==> config.mk <==
export PLATFORM = sky130hd
export DESIGN_NAME = ifetch_unit_flat
export DESIGN_NICKNAME = d
export VERILOG_FILES = /design/src/rtl/ifetch_unit_if.sv /design/src/rtl/ifetch_unit.sv /design/src/flat_wrapper.sv
export SDC_FILE = /design/constraint.sdc
export NUM_CORES = 1
export LEC_CHECK = 0
export ABC_AREA = 1
export CAP_MARGIN = 20
export CORE_MARGIN = 3
export CORE_UTILIZATION = 35
export CTS_CLUSTER_SIZE = 28
export DETAILED_ROUTE_END_ITERATION = 10
export PLACE_DENSITY = 0.56
export SYNTH_ARGS = -nofsm -noshare
export SYNTH_HDL_FRONTEND = slang
export SYNTH_SLANG_ARGS = --single-unit
==> constraint.sdc <==
create_clock -name clk -period 4.5 [get_ports clk]
set_input_delay 0.45 -clock clk [delete_from_list [all_inputs] [get_ports clk]]
set_output_delay 0.45 -clock clk [all_outputs]
set_load 0.01 [all_outputs]
==> src/rtl/ifetch_unit_if.sv <==
// Bundle of fetch-stage signals: ROM read port, redirect request and the
// instruction stream towards decode. The fetch unit uses the master modport.
//
// Stream handshake: a transfer happens on a rising edge where out_valid and
// out_ready are both 1. Once out_valid is 1 the head (out_inst/out_pc/out_oob)
// stays stable until it is transferred or a redirect flushes it; out_valid
// never depends on out_ready.
`ifndef ROM_ADDR_WIDTH
`define ROM_ADDR_WIDTH 10
`endif

interface ifetch_unit_if #(
    parameter int ADDR_WIDTH = `ROM_ADDR_WIDTH
);
    logic [ADDR_WIDTH-1:0] rom_addr;
    logic [31:0]           rom_data;
    logic                  redirect_valid;
    logic [31:0]           redirect_pc;
    logic                  out_valid;
    logic                  out_ready;
    logic [31:0]           out_inst;
    logic [31:0]           out_pc;
    logic                  out_oob;

    modport master (
        output rom_addr,
        input  rom_data,
        input  redirect_valid,
        input  redirect_pc,
        output out_valid,
        input  out_ready,
        output out_inst,
        output out_pc,
        output out_oob
    );

    modport slave (
        input  rom_addr,
        output rom_data,
        output redirect_valid,
        output redirect_pc,
        input  out_valid,
        output out_ready,
        input  out_inst,
        input  out_pc,
        input  out_oob
    );
endinterface

==> src/rtl/ifetch_unit.sv <==
// Instruction fetch stage: owns the PC, reads the async ROM, and buffers
// fetched words in a small prefetch FIFO presented as a valid/ready stream.
// Redirects flush the FIFO and restart fetch at the target address.
`ifndef ROM_ADDR_WIDTH
`define ROM_ADDR_WIDTH 10
`endif

module ifetch_unit #(
    parameter int          ADDR_WIDTH = `ROM_ADDR_WIDTH,
    parameter logic [31:0] RESET_PC   = 32'h0000_0000,
    parameter int          FIFO_DEPTH = 2,
    parameter logic [31:0] NOP_INST   = 32'h0000_0013
) (
    input  logic           clk,
    input  logic           rst_n,
    ifetch_unit_if.master  bus
);
    localparam int PTR_W = $clog2(FIFO_DEPTH);
    localparam int CNT_W = PTR_W + 1;
    localparam logic [CNT_W-1:0] DEPTH_C = CNT_W'(FIFO_DEPTH);

    logic [31:0]      pc;
    logic [CNT_W-1:0] count;
    logic [PTR_W-1:0] rd_ptr;
    logic [PTR_W-1:0] wr_ptr;

    logic [31:0]      pc_mem   [FIFO_DEPTH];
    logic [31:0]      inst_mem [FIFO_DEPTH];
    logic             oob_mem  [FIFO_DEPTH];

    // Last valid head, so outputs hold while the FIFO is empty.
    logic [31:0]      hold_pc;
    logic [31:0]      hold_inst;
    logic             hold_oob;

    logic             fetch_oob;
    logic [31:0]      fetch_inst;
    logic             head_valid;
    logic             pop;
    logic             push;
    logic             full;

    // ROM address and range check come straight from the PC.
    assign bus.rom_addr = pc[ADDR_WIDTH+1:2];
    assign fetch_oob    = |pc[31:ADDR_WIDTH+2];
    assign fetch_inst   = fetch_oob ? NOP_INST : bus.rom_data;

    assign head_valid = (count != '0);
    assign full       = (count == DEPTH_C);
    assign pop        = head_valid && bus.out_ready;
    // A pop frees a slot in the same cycle, so a full FIFO keeps streaming.
    assign push       = !bus.redirect_valid && (!full || pop);

    // PC, pointers and occupancy; redirect overrides everything else.
    always_ff @(posedge clk or negedge rst_n) begin
        if (!rst_n) begin
            pc     <= RESET_PC;
            count  <= '0;
            rd_ptr <= '0;
            wr_ptr <= '0;
        end else if (bus.redirect_valid) begin
            pc     <= bus.redirect_pc & 32'hFFFF_FFFC;
            count  <= '0;
            rd_ptr <= '0;
            wr_ptr <= '0;
        end else begin
            if (push) begin
                pc     <= pc + 32'd4;
                wr_ptr <= wr_ptr + PTR_W'(1);
            end
            if (pop) begin
                rd_ptr <= rd_ptr + PTR_W'(1);
            end
            case ({push, pop})
                2'b10:   count <= count + CNT_W'(1);
                2'b01:   count <= count - CNT_W'(1);
                default: count <= count;
            endcase
        end
    end

    // FIFO storage: write the fetched entry at the write pointer.
    always_ff @(posedge clk or negedge rst_n) begin
        if (!rst_n) begin
            for (int i = 0; i < FIFO_DEPTH; i++) begin
                pc_mem[i]   <= '0;
                inst_mem[i] <= '0;
                oob_mem[i]  <= 1'b0;
            end
        end else if (push) begin
            pc_mem[wr_ptr]   <= pc;
            inst_mem[wr_ptr] <= fetch_inst;
            oob_mem[wr_ptr]  <= fetch_oob;
        end
    end

    // Track the current head so it can be replayed while empty.
    always_ff @(posedge clk or negedge rst_n) begin
        if (!rst_n) begin
            hold_pc   <= '0;
            hold_inst <= '0;
            hold_oob  <= 1'b0;
        end else if (head_valid) begin
            hold_pc   <= pc_mem[rd_ptr];
            hold_inst <= inst_mem[rd_ptr];
            hold_oob  <= oob_mem[rd_ptr];
        end
    end

    // Stream outputs come directly from the FIFO head.
    always_comb begin
        bus.out_valid = head_valid;
        bus.out_pc    = hold_pc;
        bus.out_inst  = hold_inst;
        bus.out_oob   = hold_oob;
        if (head_valid) begin
            bus.out_pc   = pc_mem[rd_ptr];
            bus.out_inst = inst_mem[rd_ptr];
            bus.out_oob  = oob_mem[rd_ptr];
        end
    end
endmodule

==> src/flat_wrapper.sv <==
// flat-port wrapper written by rule: the top's interface ports become plain ports
module ifetch_unit_flat 
#(
    parameter int          ADDR_WIDTH = `ROM_ADDR_WIDTH,
    parameter logic [31:0] RESET_PC   = 32'h0000_0000,
    parameter int          FIFO_DEPTH = 2,
    parameter logic [31:0] NOP_INST   = 32'h0000_0013
)
  (clk, rst_n, bus_rom_addr, bus_rom_data, bus_redirect_valid, bus_redirect_pc, bus_out_valid, bus_out_ready, bus_out_inst, bus_out_pc, bus_out_oob);
  ifetch_unit_if #(.ADDR_WIDTH(ADDR_WIDTH)) bus_i ();
  input  logic clk;
  input  logic rst_n;
  output wire logic [$bits(bus_i.rom_addr)-1:0] bus_rom_addr;
  input wire logic [$bits(bus_i.rom_data)-1:0] bus_rom_data;
  input wire logic [$bits(bus_i.redirect_valid)-1:0] bus_redirect_valid;
  input wire logic [$bits(bus_i.redirect_pc)-1:0] bus_redirect_pc;
  output wire logic [$bits(bus_i.out_valid)-1:0] bus_out_valid;
  input wire logic [$bits(bus_i.out_ready)-1:0] bus_out_ready;
  output wire logic [$bits(bus_i.out_inst)-1:0] bus_out_inst;
  output wire logic [$bits(bus_i.out_pc)-1:0] bus_out_pc;
  output wire logic [$bits(bus_i.out_oob)-1:0] bus_out_oob;
  assign bus_rom_addr = bus_i.rom_addr;
  assign bus_i.rom_data = bus_rom_data;
  assign bus_i.redirect_valid = bus_redirect_valid;
  assign bus_i.redirect_pc = bus_redirect_pc;
  assign bus_out_valid = bus_i.out_valid;
  assign bus_i.out_ready = bus_out_ready;
  assign bus_out_inst = bus_i.out_inst;
  assign bus_out_pc = bus_i.out_pc;
  assign bus_out_oob = bus_i.out_oob;
  ifetch_unit #(.ADDR_WIDTH(ADDR_WIDTH), .RESET_PC(RESET_PC), .FIFO_DEPTH(FIFO_DEPTH), .NOP_INST(NOP_INST)) u_core (.clk(clk), .rst_n(rst_n), .bus(bus_i));
endmodule
Word level (Yosys, flattened, before mapping) --
Index checks and enable logic that the tools add are counted.
Operators by class: $add $sub $neg 5, $lt $le $gt $ge 3, eq/ne operators 3, multiplexer cells 28, bitwise logic cells 2, reductions and logical operators 11
Operators with widths (count):
- two-way mux 32 bit | 12
- bitwise mux 64 bit | 2
- adder 32 x 3 -> 32 bit, second input constant | 1
- demux 32 bit (select 1 bit) | 1
- OR reduction 20 bit | 1
- two-way mux 1 bit | 9
- nonzero test 2 bit | 3
- == test 2 bit, second input constant | 2
- greater-or-equal comparator 2 bit, second input constant | 2
- NOT 1 -> 2 bit | 2
- one-hot mux 2 bit (2 select lines) | 1
- logical AND 1 bit | 3
- nonzero test 3 bit | 1
- adder 1 bit, second input constant | 2
- adder 2 x 1 -> 2 bit, second input constant | 1
- bitwise mux 2 bit | 1
- == test 2 x 1 -> 1 bit, second input constant | 1
- zero test 1 bit | 2
- less-than comparator 2 x 1 -> 1 bit, second input constant | 1
- two-way mux 2 bit | 1
- subtractor 2 x 1 -> 2 bit, second input constant | 1
- demux 1 bit (select 1 bit) | 1
- logical OR 1 bit | 1
Word-level totals: register bits 231, input port bits 68, output and inout port bits 76

Longest topological paths before layout --
Gate-level depths: netlist of the first run.
depth in word-level cells 7, mapped depth 11, depth with buffers taken out 10

Least setup slack after synthesis of the first run --
Ideal clock, no wire load.
path kind register -> output, start reg u_core.count[0], end out bus_out_inst[0], arrival 1.276 ns, data required time 4.050 ns, setup slack 2.774 ns, cell stages (with the launch flop) 6, buffers on the path 2, cells stage by stage dfrtp_1 -> nor2_1 -> buf_2 -> buf_1 -> a21oi_1 -> a21oi_1
Between the ends: longest elaborated chain between the ends 2
Ends and longest elaborated chain:
- start: declaration | RTL line ifetch_unit.sv:23 | logic [CNT_W-1:0] count;
- start signal: assignment | RTL line ifetch_unit.sv:75 | 2'b10: count <= count + CNT_W'(1);
- start signal: assignment | RTL line ifetch_unit.sv:76 | 2'b01: count <= count - CNT_W'(1);
- start signal: assignment | RTL line ifetch_unit.sv:77 | default: count <= count;
- nonzero test 2 bit | RTL line ifetch_unit.sv:48 | assign head_valid = (count != '0);
- two-way mux 32 bit | RTL line ifetch_unit.sv:116 | if (head_valid) begin
- end: declaration | RTL line flat_wrapper.sv:19 | output wire logic [$bits(bus_i.out_inst)-1:0] bus_out_inst;
No other way between the ends.

Worst setup path after layout of the first run --
start reg u_core.count[0], end out bus_out_inst[4]
Same word-level chain as after synthesis.

==> results of run 1 <==
==> metrics by stage <==
step / instance area, sq um / instances
2_1_floorplan: 10300 / 1286
3_5_place_dp: 11900 / 1752
5_1_grt: 12800 / 1796
6_report: 12800 / 1796
3_3_place_gp: 11900 / 1752
4_1_cts: 12800 / 1796
==> metal layers <==
layer | share of wire (%) | vias up | global-route usage [%] | wire length [um]
li1 | - | 4277 | - | -
met1 | 48 | 4145 | 26.7 | 13900
met5 | 0 | - | 0 | 0
met2 | 46 | 211 | 30.0 | 13300
met4 | 1.5 | 0 | 3.50 | 437
met3 | 4.9 | 36 | 2.50 | 1440
==> worst reg2reg max path, cell delays in order (launching register included) <==
cell     delay, ps
dfrtp_1        390
inv_1           90
nor2_2         120
nand2_2        220
nand2_4        260
nor2_4          50
inv_2          610
buf_12         330
o21ai_0        160
==> final timing paths <==
check / startpoint / to / slack (ps) / cells past startpoint
worst min-delay path: rst_n / u_core.inst_mem[61] / 20 / 1
max in group asynchronous: rst_n / u_core.pc[11] / 3390 / 2
min in group clk: u_core.inst_mem[55] / u_core.inst_mem[55] / 480 / 2
worst min register to register: u_core.inst_mem[55] / u_core.inst_mem[55] / 480 / 2
worst max-delay path: u_core.count[0] / bus_out_inst[4] / 1150 / 6
worst max register to register: u_core.count[1] / u_core.pc_mem[12] / 2130 / 8
==> state kept, by name, summed over array words and instances (netlist names) <==
register,cells
u_core.count,2
u_core.hold_inst,32
u_core.hold_oob,1
u_core.hold_pc,32
u_core.inst_mem,64
u_core.oob_mem,2
u_core.pc,30
u_core.pc_mem,60
u_core.rd_ptr,1
u_core.wr_ptr,1
==> logic make-up after synthesis <==
kind of cell | after synthesis | synth area share, %
AO/OA/AOI/OAI | 224 | 11.2
XOR/XNOR | 3 | 0.255
flip-flops | 225 | 54.7
AND/OR/NAND/NOR | 671 | 26.5
buffers and inverters | 162 | 7.24
adder cells (fa/ha/maj) | 1 | 0.121
==> power groups by stage <==
| stage | sequential (mW) | combinational (mW) | clock [mW] |
|---|---|---|---|
| detailed placement | 2.50 | 1.19 | 0 |
| global placement | 2.50 | 1.18 | 0 |
| global route | 2.50 | 1.31 | 2.17 |
| floorplan | 2.46 | 0.619 | 0 |
| CTS | 2.47 | 1.20 | 2.10 |
| finish | 2.47 | 1.17 | 2.04 |
==> layout make-up <==
class                           count  area [sq um]
Tap cell                          384           480
Clock buffer                       38           756
Sequential cell                   225          5630
Clock inverter                      6          70.1
Timing Repair Buffer              156          1570
Fill cell                        2923         16100
Inverter                           88           330
Multi-Input combinational cell    899          3930
==> cells in the mapped netlist (all sizes together) <==
cell,n,share of area (%)
buf,53,3.3
o211ai,8,0.58
o22ai,3,0.18
clkinv,1,0.036
o21ai,75,3.6
inv,87,3.2
a21oi,133,6.5
xor2,3,0.26
dfrtp,225,55
nor3b,1,0.073
nand4,11,0.67
nor2,155,6.7
a31oi,2,0.12
nand2,457,17
ha,1,0.12
nand3,45,2.2
nand3b,1,0.073
clkbuf,21,0.77
nor3,1,0.049
a22oi,3,0.22
==> summary.md, run 1 <==
| Metric | Value |
|---|---|
| Status | `complete, no violations` |
| Antenna violations before repair | `0` |
| LEAKAGE | `6.04 nW` |
| Most frequent cells in the layout | `454 x nand2_1, 224 x dfrtp_1, 140 x clkdlybuf4s50_1` |
| Wire per inst | `16.2 um` |
| Warnings, synthesis | `0` |
| Vias in the first global route | `8623` |
| Worst-Skew Late Latency | `530 ps` |
| Hold Slack | `19.6 ps` |
| Crit path max-delay cell type | `inv_2` |
| Max-cap violations | `0` |
| Worst slew pin tran | `931 ps` |
| Io pins | `144` |
| Layout cells sized above 1 | `6.16%` |
| Min-Delay Path Class | `in -> async` |
| Finish-stage setup viols | `0` |
| Final period util | `74.4%` |
| DIE HEIGHT | `178 um` |
| Final WS setup | `1150 ps` |
| Max H-tree Level | `1` |
| Syn_nets | `1355` |
| Pre-antenna DRT Iters | `5` |
| Req. time, crit path | `4050 ps` |
| Chip width | `178 um` |
| Core area | `0.0289 sq mm` |
| Post-synthesis sequential area ratio | `54.7%` |
| Crit Path Max Fanout | `39` |
| Nets | `1465` |
| Switch share | `28.9%` |
| Hold_buf cts | `0` |
| Worst Setup End Kind | `primary output` |
| Iteration-0 DRC count of the detailed router | `760` |
| CP Data Arrival Time | `2900 ps` |
| Clock sink count | `225` |
| CTS tree | `done` |
| Syn Inst Count | `1286` |
| Largest net degree at the start of global routing | `119` |
| PortBufs | `141` |
| Clock root buffer master | `clkbuf_16` |
| Reg power frac | `43.4%` |
| Area Growth Syn to Fin | `23.9%` |
| Final hold vios | `0` |
| TritonCTS Buffers | `26` |
| Total GRT Usage | `18.5%` |
| Hpwl dp | `17900 um` |
| GPL Wtd Cong | `0.879` |
| Power Density | `445 mW/mm^2` |
| ANT nets after route | `0` |
| Comb pwr share | `20.6%` |
| Setup Crit Path Kind | `reg -> out` |
| Max Freq | `299 MHz` |
| Post-Syn Area per Cell | `8.01 sq um` |
| Num rows | `62` |
| Commonest non-fill, non-tap cell in the layout | `nand2_1` |
| Post-Route WL | `29100 um` |
| Total number of vias | `8669` |
| Sw Pwr | `1.64 mW` |
| Slew Limit Fails | `0` |
| Die Area | `0.0315 sq mm` |
| Distinct cells, synth | `30` |
| Worst Skew | `14.2 ps` |
| Crit-path cells | `nor2_4 -> inv_2 -> buf_4 -> nor2_1 -> a21oi_1 -> clkdlybuf4s50_1` |
| DR vias/cell | `4.83` |
| Clk pin slew, worst setup/hold paths | `60 ps` |
| Clock buffer depth | `3` |
| Fin crit period | `3350 ps` |
| Clk pwr share | `35.9%` |
| Slew headroom | `37.9%` |
| Synthesized cell area | `0.0103 sq mm` |
| FF+latch count, synth | `225` |
| Max incr delay on CP | `620 ps` |
| Setup slack at placement | `1620 ps` |
| CP startpoint kind | `flip-flop` |
| Total power | `5.68 mW` |
| Setup TNS Final | `0 ps` |
| GRT overflow | `0` |
| Int Power | `4.04 mW` |
| RSZ-0062 raised after global routing | `false` |
| Final core utilization | `44.2%` |
| Initial core utilization | `35.7%` |
| N_diodes | `0` |
| CP bufs+invs | `3` |
| DRC | `0` |
| CTS-repair resized insts | `0` |
| CP top delay family | `buffers and inverters` |
| Maximum VDD drop | `0.290 mV` |
| First-pass GRT wire length | `47100 um` |
| Post-CTS Setup Inserts | `0` |
Power figures use the tool's default switching activity.
==> run 2, diff against run 1 <==
Settings changed: PLACE_DENSITY 0.56 to 0.58.
Clock period 4.5 ns to 3 ns, I/O delays scaled along.
==> summary.md, run 2 (synthesis gave the netlist of run 1 again) <==
| Metric | Value |
|---|---|
| Maximum VDD drop | `0.385 mV (+33%)` |
| Filler Cells Inserted | `2897 (-0.89%)` |
| Layout cells sized above 1 | `6.47% (+0.31 points)` |
| Initial core utilization | `35.7% (unchanged)` |
| DRC | `0 (unchanged)` |
| Commonest non-fill, non-tap cell in the layout | `nand2_1` |
| First-pass GRT wire length | `46200 um (-1.9%)` |
| Most frequent cells in the layout | `454 x nand2_1, 224 x dfrtp_1, 140 x clkdlybuf4s50_1` |
| DR vias/cell | `4.85 (+0.51%)` |
| CTS tree | `done` |
| N_diodes | `0 (unchanged)` |
| Reg2Reg Depth | `10 (+2)` |
| Setup TNS Final | `0 ps (unchanged)` |
| PortBufs | `141 (unchanged)` |
| DIE HEIGHT | `178 um (unchanged)` |
| GRT overflow | `0 (unchanged)` |
| Largest net degree at the start of global routing | `110 (-7.6%)` |
| Worst-Skew Late Latency | `520 ps (about the same)` |
| Worst Setup End Kind | `primary output` |
| Clk pin slew, worst setup/hold paths | `60 ps (about the same)` |
| Total GRT Usage | `18.2% (-0.30 points)` |
| Worst R2R Setup Slack | `1030 ps (-1100 ps)` |
| Final period util | `96.6%` |
| Vias in the first global route | `8531 (-1.1%)` |
| Crit Path Max Fanout | `30 (-23%)` |
| CP startpoint kind | `flip-flop` |
| Clock sink count | `225 (unchanged)` |
| Num rows | `62 (unchanged)` |
| Chip width | `178 um (unchanged)` |
| Area Growth Syn to Fin | `25.2%` |
| RSZ-0062 raised after global routing | `false` |
| Nets | `1471 (+0.41%)` |
| Slew headroom | `47.8% (+9.9 points)` |
| Req. time, crit path | `2700 ps (-1350 ps)` |
| Max Freq | `345 MHz` |
| Worst slew pin tran | `783 ps (-148 ps)` |
| Slew Limit Fails | `0 (unchanged)` |
| Io pins | `144 (unchanged)` |
| LEAKAGE | `6.10 nW (+1.0%)` |
| Clock root buffer master | `clkbuf_16` |
| Antenna violations before repair | `0 (unchanged)` |
| Final hold vios | `0 (unchanged)` |
| Post-Route WL | `28800 um (-0.89%)` |
| Wire per inst | `16.0 um (-1.4%)` |
| Worst reg2reg startpoint | `u_core.count[1]` |
| Finish-stage setup viols | `0 (unchanged)` |
| Hpwl dp | `18100 um (+1.1%)` |
| Largest reg by FF count | `u_core.inst_mem` |
| Power Density | `673 mW/mm^2 (+51%)` |
| Max-cap violations | `0 (unchanged)` |
| Status | `complete, no violations` |
| GPL Wtd Cong | `0.886 (+0.81%)` |
| Biggest regs | `u_core.inst_mem (64), u_core.pc_mem (60)` |
| Fin crit period | `2900 ps` |
| Iteration-0 DRC count of the detailed router | `734 (-3.4%)` |
| Sequential cell area | `0.00563 sq mm (unchanged)` |
| Total number of vias | `8762 (+1.1%)` |
| Total power | `8.68 mW (+53%)` |
| Min-Delay Path Class | `in -> async` |
| Max H-tree Level | `1 (unchanged)` |
| TritonCTS Buffers | `26 (unchanged)` |
| Core area | `0.0289 sq mm (unchanged)` |
| ANT nets after route | `0 (unchanged)` |
| Pre-antenna DRT Iters | `5 (unchanged)` |
| Die Area | `0.0315 sq mm (unchanged)` |
| Clock buffer depth | `3 (unchanged)` |
| Reg2reg end | `u_core.pc[18]` |
| Worst Skew | `13.8 ps (-0.434 ps)` |
| Max FFs per register | `64 (unchanged)` |
| Multi-input logic area | `0.00393 sq mm (unchanged)` |
| Setup Crit Path Kind | `reg -> out` |
| CP Data Arrival Time | `2600 ps (-300 ps)` |
## run 2: changes by cell type in the layout (fill, tap and decap cells not counted)
cell / before / now
buf_6: 0 / 1
buf_4: 12 / 13
buf_12: 3 / 6
dlygate4sd3_1: 0 / 1
clkbuf_16: 26 / 27
clkbuf_1: 6 / 10
bufinv_16: 1 / 2
inv_6: 1 / 0
clkinv_8: 1 / 0
## run 2: power breakdown
group,leakage [nW],switching [mW],internal (mW)
Clock,0.428,1.23,1.97
Combinational,2.83,1.01,0.774
Sequential,2.84,0.226,3.48
Total,6.10,2.46,6.22
## run 2: metal layers
layer | GRT usage, % | vias up | wire length, um
li1 | - | 4297 | -
met2 | 29.0 | 227 | 13100
met5 | 0 | - | 0
met4 | 3.50 | 0 | 425
met3 | 2.76 | 26 | 1590
met1 | 26.5 | 4212 | 13700
## run 2: final cells by class
| class | instances | share of cell area, % |
|---|---|---|
| timing repair buffer | 162 | 12.8 |
| tap | 384 | 3.72 |
| clock buffer | 43 | 6.17 |
| inverter | 88 | 2.56 |
| sequential | 225 | 43.7 |
| clock inverter | 5 | 0.582 |
| multi-input combinational | 899 | 30.5 |
## run 2: worst max path at each step
stage	startpoint	to	slack, ps
floorplan	u_core.count[0]	bus_out_inst[0]	1420
global placement	u_core.count[0]	bus_out_pc[19]	640
detailed placement	u_core.count[0]	bus_out_pc[19]	630
CTS	u_core.count[0]	bus_out_pc[19]	60
global route	u_core.count[1]	bus_out_inst[2]	9
finish	u_core.count[0]	bus_out_inst[11]	100
## run 2: timing repair
item	4_1_cts	5_1_grt
setup endpoints to repair	0	4
hold endpoints to repair	164	0
hold buffers	1	0
setup buffers	0	0
resized for setup	0	1
## run 2: metrics by stage
step,cell area (sq um),std cells,hold slack (ps),util [%],setup slack [ps]
6_report,12900,1806,164,44.7,101
5_1_grt,12900,1806,155,44.7,9.34
4_1_cts,12900,1806,146,44.7,57.0
3_5_place_dp,12000,1757,98.1,41.6,633
3_3_place_gp,12000,1757,99.5,41.6,643
2_1_floorplan,10300,1286,4.41,-,1420
## run 2: worst max-delay path, stage by stage, from the launching register on
cell	delay [ps]
dfrtp_1	430
nor2_4	400
buf_12	280
a21oi_1	70
a21oi_1	290
clkdlybuf4s50_1	600
